**src/rtl/wb_pkg.sv**
```systemverilog
// Shared types and widths for the cache write-back buffer.
package wb_pkg;

  localparam int unsigned ADDR_W   = 32;
  localparam int unsigned LINE_W   = 64;
  localparam int unsigned LINE_OFS = 3;
  localparam int unsigned TAG_W    = ADDR_W - LINE_OFS;

  typedef enum logic [1:0] {
    StIdle,
    StAddr,
    StResp
  } issue_state_e;

  typedef struct packed {
    logic              valid;
    logic [TAG_W-1:0]  tag;
    logic [LINE_W-1:0] data;
  } wb_entry_t;

endpackage

```
**src/rtl/wb_cam_fifo.sv**
```systemverilog
// Circular line store with tag match for coalescing writes and answering read-miss snoops.
module wb_cam_fifo
  import wb_pkg::*;
#(
  parameter int unsigned DEPTH = 4
) (
  input  logic              clk,
  input  logic              rst,
  input  logic              push,
  input  logic [TAG_W-1:0]  push_tag,
  input  logic [LINE_W-1:0] push_data,
  input  logic              pop,
  input  logic [TAG_W-1:0]  snoop_tag,
  output logic              full,
  output logic              empty,
  output logic [TAG_W-1:0]  head_tag,
  output logic [LINE_W-1:0] head_data,
  output logic              snoop_hit,
  output logic [LINE_W-1:0] snoop_data
);

  localparam int unsigned IdxW = $clog2(DEPTH);
  localparam int unsigned PtrW = IdxW + 1;

  wb_entry_t       entries_q [DEPTH];
  logic [PtrW-1:0] wr_ptr_q, rd_ptr_q;
  logic [IdxW-1:0] wr_idx, rd_idx;
  logic            coal_hit;
  logic [IdxW-1:0] coal_idx;
  logic            newer_hit;
  logic [IdxW-1:0] newer_idx;
  logic            head_hit;

  assign wr_idx    = wr_ptr_q[IdxW-1:0];
  assign rd_idx    = rd_ptr_q[IdxW-1:0];
  assign empty     = (wr_ptr_q == rd_ptr_q);
  assign full      = (wr_ptr_q[PtrW-1] != rd_ptr_q[PtrW-1]) && (wr_idx == rd_idx);
  assign head_tag  = entries_q[rd_idx].tag;
  assign head_data = entries_q[rd_idx].data;

  // The head is excluded: whenever it is valid it is either issued or being latched this cycle.
  always_comb begin
    coal_hit = 1'b0;
    coal_idx = '0;
    for (int unsigned i = 0; i < DEPTH; i++) begin
      if (entries_q[i].valid && entries_q[i].tag == push_tag && IdxW'(i) != rd_idx) begin
        coal_hit = 1'b1;
        coal_idx = IdxW'(i);
      end
    end
  end

  // At most one non-head entry can match a line, and it is newer than the head.
  always_comb begin
    newer_hit  = 1'b0;
    newer_idx  = '0;
    head_hit   = entries_q[rd_idx].valid && (entries_q[rd_idx].tag == snoop_tag);
    snoop_hit  = 1'b0;
    snoop_data = '0;
    for (int unsigned i = 0; i < DEPTH; i++) begin
      if (entries_q[i].valid && entries_q[i].tag == snoop_tag && IdxW'(i) != rd_idx) begin
        newer_hit = 1'b1;
        newer_idx = IdxW'(i);
      end
    end
    if (newer_hit) begin
      snoop_hit  = 1'b1;
      snoop_data = entries_q[newer_idx].data;
    end else if (head_hit) begin
      snoop_hit  = 1'b1;
      snoop_data = entries_q[rd_idx].data;
    end
  end

  always_ff @(posedge clk) begin
    if (rst) begin
      wr_ptr_q <= '0;
      rd_ptr_q <= '0;
      for (int unsigned i = 0; i < DEPTH; i++) begin
        entries_q[i].valid <= 1'b0;
      end
    end else begin
      if (push && coal_hit) begin
        entries_q[coal_idx].data <= push_data;
      end else if (push) begin
        entries_q[wr_idx] <= '{valid: 1'b1, tag: push_tag, data: push_data};
        wr_ptr_q          <= wr_ptr_q + PtrW'(1);
      end
      if (pop) begin
        entries_q[rd_idx].valid <= 1'b0;
        rd_ptr_q                <= rd_ptr_q + PtrW'(1);
      end
    end
  end

endmodule

```
**src/rtl/write_buffer.sv**
```systemverilog
// Write-back buffer top: queues evicted lines and issues them one at a time to main memory.
module write_buffer
  import wb_pkg::*;
#(
  parameter int unsigned DEPTH = 4
) (
  input  logic              clk,
  input  logic              rst,
  input  logic              wb_valid,
  output logic              wb_ready,
  input  logic [ADDR_W-1:0] wb_addr,
  input  logic [LINE_W-1:0] wb_data,
  input  logic [ADDR_W-1:0] snoop_addr,
  output logic              snoop_hit,
  output logic [LINE_W-1:0] snoop_data,
  output logic              awvalid,
  output logic [ADDR_W-1:0] awaddr,
  output logic [LINE_W-1:0] wdata,
  input  logic              awready,
  input  logic              bvalid,
  output logic              empty,
  output logic              full
);

  issue_state_e      state_q, state_d;
  logic              push, pop;
  logic              fifo_full, fifo_empty;
  logic [TAG_W-1:0]  head_tag;
  logic [LINE_W-1:0] head_data;
  logic [ADDR_W-1:0] awaddr_q;
  logic [LINE_W-1:0] wdata_q;
  logic              unused_offset_bits;

  assign unused_offset_bits = ^{wb_addr[LINE_OFS-1:0], snoop_addr[LINE_OFS-1:0]};

  assign wb_ready = !fifo_full;
  assign push     = wb_valid && wb_ready;
  assign empty    = fifo_empty;
  assign full     = fifo_full;
  assign awaddr   = awaddr_q;
  assign wdata    = wdata_q;

  wb_cam_fifo #(
    .DEPTH(DEPTH)
  ) u_fifo (
    .clk       (clk),
    .rst       (rst),
    .push      (push),
    .push_tag  (wb_addr[ADDR_W-1:LINE_OFS]),
    .push_data (wb_data),
    .pop       (pop),
    .snoop_tag (snoop_addr[ADDR_W-1:LINE_OFS]),
    .full      (fifo_full),
    .empty     (fifo_empty),
    .head_tag  (head_tag),
    .head_data (head_data),
    .snoop_hit (snoop_hit),
    .snoop_data(snoop_data)
  );

  always_ff @(posedge clk) begin
    if (rst) begin
      state_q <= StIdle;
    end else begin
      state_q <= state_d;
    end
  end

  always_comb begin
    state_d = state_q;
    unique case (state_q)
      StIdle:  if (!fifo_empty) state_d = StAddr;
      StAddr:  if (awready) state_d = StResp;
      StResp:  if (bvalid) state_d = StIdle;
      default: state_d = StIdle;
    endcase
  end

  always_comb begin
    awvalid = (state_q == StAddr);
    pop     = (state_q == StResp) && bvalid;
  end

  // Request registers are loaded only when leaving IDLE, so they hold through ADDR and RESP.
  always_ff @(posedge clk) begin
    if (rst) begin
      awaddr_q <= '0;
      wdata_q  <= '0;
    end else if (state_q == StIdle && !fifo_empty) begin
      awaddr_q <= {head_tag, {LINE_OFS{1'b0}}};
      wdata_q  <= head_data;
    end
  end

endmodule

```
**config.mk**
```make
export PLATFORM = sky130hd
export DESIGN_NAME = write_buffer
export DESIGN_NICKNAME = d
export VERILOG_FILES = /design/src/rtl/wb_pkg.sv /design/src/rtl/wb_cam_fifo.sv /design/src/rtl/write_buffer.sv
export SDC_FILE = /design/constraint.sdc
export NUM_CORES = 1
export LEC_CHECK = 0
export BUFFER_PORTS_ARGS = -buffer_cell sky130_fd_sc_hd__buf_2
export CAP_MARGIN = 25
export CORE_MARGIN = 2
export CORE_UTILIZATION = 59
export DETAILED_ROUTE_END_ITERATION = 10
export HOLD_SLACK_MARGIN = 0.15
export PLACE_DENSITY = 0.81
export SLEW_MARGIN = 25
export SYNTH_ARGS = -nofsm -noshare
export SYNTH_HDL_FRONTEND = slang
export SYNTH_SLANG_ARGS = --single-unit
export TNS_END_PERCENT = 1
```
**constraint.sdc**
```tcl
create_clock -name clk -period 9.25 [get_ports clk]
set_clock_uncertainty 0.2 [all_clocks]
set_input_delay 0.4625 -clock clk [delete_from_list [all_inputs] [get_ports clk]]
set_output_delay 0.4625 -clock clk [all_outputs]
set_load 0.01 [all_outputs]
```
# Word level (Yosys, flattened, before mapping)
# Memories as Yosys holds them, arrays and structs flattened. A register that Yosys moved wholly into a read port is not among the register bits.
# Cells that the tools add are included.
[word_totals] ff_bits=101 latch_bits=0 mem_bits_rw=376 romBits=0 input_bits=133 out_inout_bits=165 word_cells=105 mem_count=1
[classes] add_sub_neg=2 n_mul=0 div_mod_pow=0 order_cmp=0 eq_ne=20 shift=0 n_mux=45 bitwise=1 reduce_logical=31
[memory_table] name="u_fifo.entries_q" words=4 width=94 rd=6 rd_ports_with_merged_regs=1 wr=4 line_no="wb_cam_fifo.sv:25" rtl="wb_entry_t entries_q [DEPTH];"
[ops] op="two-way mux 94 bit" count=3
[ops] op="OR reduction 94 bit" count=3
[ops] op="equality test 29 bit" count=9
[ops] op="two-way mux 64 bit" count=2
[ops] op="two-way mux 2 bit" count=13
[ops] op="two-way mux 1 bit" count=24
[ops] op="logical AND 1 bit" count=22
[ops] op="adder 3 x 1 -> 3 bit, second input constant" count=2
[ops] op="two-way mux 3 bit" count=2
[ops] op="one-hot mux 2 bit (3 select lines)" count=1
[ops] op="inequality test 2 bit, first input constant" count=2
[ops] op="inequality test 2 bit, second input constant" count=2
[ops] op="equality test 3 bit" count=1
[ops] op="AND reduction 3 bit" count=1
[ops] op="equality test 2 x 1 -> 1 bit, second input constant" count=1
[ops] op="equality test 2 bit" count=1
[ops] op="equality test 2 bit, second input constant" count=1
[ops] op="logical NOT 1 bit" count=2
[ops] op="logical NOT 2 bit" count=1
[ops] op="inequality test 1 x 2 -> 1 bit, first input constant" count=1
[ops] op="inequality test 2 x 1 -> 1 bit, second input constant" count=1
[ops] op="AND reduction 2 bit" count=1
[ops] op="nonzero test 2 bit" count=1
[ops] op="inequality test 1 bit" count=1
[ops] op="inverter 1 bit" count=1

# Depth between registers and ports, before layout
# An unclocked memory read counts as a cell.
[depth] depth_word=15 depth_mapped=11 depth_no_buf=9

# Cells and area by module
# Synthesis repeated with hierarchy kept, for this count alone.
[hier_totals] hier_cells=1972 area_unflattened_um2=25036.5
[modules_own_cells] mod="wb_cam_fifo" instances=1 cells_per_inst=1513 area_per_inst_um2=20487.1
[modules_own_cells] mod="write_buffer" instances=1 cells_per_inst=459 area_per_inst_um2=4549.4

# Worst setup path before layout
# Ideal clock, no wire load.
[synth_path] kind="input -> register" from="input port wb_addr[10]" to="memory u_fifo.entries_q[0][0] (netlist name), enable pin" t_arrival_ns=6.681 slack_ns=1.787 stages=8 path_buffers=1 cell_sequence="clkbuf_1 > xor2_1 > nor4_1 > nand4_1 > nor4_1 > nand3b_1 > nand4_1 > a211oi_1"
[synth_lines] item="start: declaration" line_no="write_buffer.sv:11" rtl="input logic [ADDR_W-1:0] wb_addr,"
[synth_lines] item="end: declaration" line_no="wb_cam_fifo.sv:25"

==> results.sh <==
export IMPL_synth_cell_types=51
export IMPL_grt_start_max_net_pins=89
export IMPL_crit_arrival_ns=5.50
export IMPL_powerDensity_nw_per_um2=185
export IMPL_tns_ns=0
export IMPL_gr_usage_all_layers_pct=34.2
export IMPL_synth_seq_cells=479
export IMPL_gr_total_overflow=0
export IMPL_postCtsSetupBuffers=0
export IMPL_power_frac_seq_pct=49.8
export IMPL_cp_cell_sequence="buf_4 > mux4_2 > xnor2_1 > nand4_1 > nor4_1 > nand4_1 > nor3_4 > buf_4 > a221o_1 > buf_2"
export IMPL_ys_seq_area_share_pct=56.7
export IMPL_tightestPinTransition_ns=1.06
export IMPL_synth_yosys_warnings=0
export IMPL_final_setup_viol_count=0
export IMPL_synth_area_um2=23500
export IMPL_internal_power_w=0.00377
export IMPL_antenna_found_initial=1
export IMPL_grt_pass1_vias=17022
export IMPL_combPwrFrac_pct=12.1
export IMPL_postRouteAntennaNets=0
export IMPL_start_util_pct=59.5
export IMPL_clock_sinks=479
export IMPL_synth_top_cell_by_area="edfxtp_1"
export IMPL_worstSetupEndpointType="output pin"
export IMPL_cts_tree="yes"
export IMPL_rsz0062_at_grt="no"
export IMPL_required_ns=8.59
export IMPL_numCtsBuffers=48
export IMPL_fin_crit_sh_pct=66.7
export IMPL_gp_congestion=1.01
export IMPL_min_period_ns=6.17
export IMPL_pin_count=298
export IMPL_diodes=0
export IMPL_die_w_um=203
export IMPL_clkPwrFrac_pct=38.0
export IMPL_crit_buf_inv=3
export IMPL_p_sw_w=0.00132
export IMPL_status="finished clean"
export IMPL_cts_max_level=2
export IMPL_via_per_inst=6.48
export IMPL_cts_resized=0
export IMPL_dieArea_um2=41400
export IMPL_critPathMaxStageDelay_ns=0.71
export IMPL_clockBufferDepth=3
export IMPL_async_reset_ff_share_pct=0
export IMPL_syn_inst=1832
export IMPL_post_drt_wl_per_cell_um=26.5
export IMPL_max_freq_mhz=162
export IMPL_area_growth_pct=17.3
export IMPL_hold_viol=0
export IMPL_synth_edff_count=372
export IMPL_ys_top_cells_by_area="edfxtp_1, dfxtp_1, mux4_2"
export IMPL_clkSlewWorstSetupHoldPaths_ns=0.06
export IMPL_slew_headroom_pct=29.2
export IMPL_final_nets=2248
export IMPL_final_common_cell="edfxtp_1"
export IMPL_multi_input_area_um2=9460
export IMPL_peakVddDrop_v=0.000168
export IMPL_final_util_pct=69.7
export IMPL_final_cell_mix="edfxtp_1, buf_2, nand2_1, xor2_1, xnor2_1"
export IMPL_fp_coreArea_um2=39500
export IMPL_min_path_type="input port to flip-flop"
export IMPL_die_h_um=203
export IMPL_clk_latency_ns=0.61
export IMPL_via_count=17334
export IMPL_synth_top_area_share_pct=47.6
export IMPL_switching_share_pct=25.8
export IMPL_max_cap_violations=0
export IMPL_final_max_slew_violation_count=0
export IMPL_ys_flop_type="edfxtp_1"
export IMPL_slowest_stage="dfxtp_4"
export IMPL_hpwl_um=45800
export IMPL_cts_hold_buffers_added=73
export IMPL_route_detailed_drc=0
export IMPL_io_buffer_count=288
export IMPL_drt_pass1_iterations=5
export IMPL_path_delay_family="simple AND/OR/NAND/NOR gates"
export IMPL_avgSynthCellArea_um2=12.8
export IMPL_drive_gt1_share_pct=23.1
export IMPL_cp_max_fo=44
export IMPL_regArea_um2=13300
export IMPL_wirelength_um=71000
export IMPL_p_leak_nw=9.73
export IMPL_root_buffer="clkbuf_16"
export IMPL_fillers=2697
export IMPL_grt_pass1_wl_um=105000
export IMPL_startpoint_type="flip-flop"
export IMPL_drtIter0Drc=1984
export IMPL_rows=73
export IMPL_critical_path_class="flip-flop to output pin"
-- layout make-up --
class                   instances  share of cell area, %
clock inverters                24                  0.846
multi-input cells            1176                   34.4
flip-flops and latches        479                   48.4
inverters                      13                  0.177
well taps                     525                   2.39
repair buffers                392                   8.97
clock buffers                  66                   4.85
-- flip-flops by register name, indices dropped and copies added (netlist names), named ones only --
signal / flops
u_fifo.entries_q: 376
wdata: 64
awaddr: 29
u_fifo.rd_ptr_q: 3
u_fifo.wr_ptr_q: 3
state_q: 2
-- cell usage after synthesis, types with 11 or more instances --
master    instances
edfxtp_1        372
nand2_1         195
xor2_1          141
clkbuf_1        129
xnor2_1         122
dfxtp_1         107
nor2_1           98
a21oi_1          96
mux4_2           87
a211oi_1         65
mux2i_1          65
a221o_1          64
and2_1           64
nand4_1          43
nor4_1           37
and3_1           30
buf_2            13
inv_1            13
buf_1            11
-- stage by stage --
step           hold WS (ns)  area, um^2  setup slack (ns)  std cells  total power, W
6_report              0.177       27500              3.08       2675         0.00509
5_1_grt               0.183       27500              3.04       2675         0.00523
4_1_cts               0.158       27500              3.22       2675         0.00508
3_5_place_dp          0.244       25200              3.88       2512         0.00315
3_3_place_gp          0.239       25100              3.39       2508         0.00313
2_1_floorplan         0.264       23500              1.79       1834         0.00291
-- power by group through the flow --
stage / clock network, W / logic, W / registers, W
detailed placement: 0 / 0.000576 / 0.00258
floorplan: 0 / 0.000330 / 0.00258
global route: 0.00203 / 0.000656 / 0.00255
finish: 0.00194 / 0.000617 / 0.00254
global placement: 0 / 0.000565 / 0.00257
CTS: 0.00195 / 0.000605 / 0.00253
-- cell families (layout without fill, tap and decap cells) --
| kind of cell | after synthesis | in the layout | synth area share [%] |
|---|---|---|---|
| simple gates | 500 | 500 | 10.3 |
| flops | 479 | 479 | 56.7 |
| xor+xnor | 263 | 263 | 9.82 |
| compound gates | 246 | 246 | 7.59 |
| buf+inv | 179 | 495 | 3.32 |
| mux | 159 | 159 | 11.9 |
| fa+ha+maj | 5 | 5 | 0.267 |
| other cells | 1 | 3 | 0.0160 |
-- per-layer routing --
| metal | up-vias | share of wire [%] | track usage, % |
|---|---|---|---|
| li1 | 7378 | - | - |
| met5 | - | 0.018 | 0 |
| met3 | 168 | 11 | 6.15 |
| met2 | 1223 | 47 | 54.6 |
| met1 | 8563 | 38 | 46.9 |
| met4 | 2 | 3.7 | 13.5 |
-- final timing paths --
kind / cells after the start / slack, ns / from / endpoint
setup reg to reg: 8 / 4.71 / u_fifo.entries_q[1][92] / u_fifo.entries_q[1][12]
hold reg to reg: 2 / 0.25 / awaddr[27] / awaddr[27]
hold / removal: 2 / 0.18 / wb_addr[13] / u_fifo.entries_q[3][74]
setup / recovery: 10 / 3.08 / flip-flop / snoop_data[7]
No activity file was read; power rests on OpenSTA's default activity.
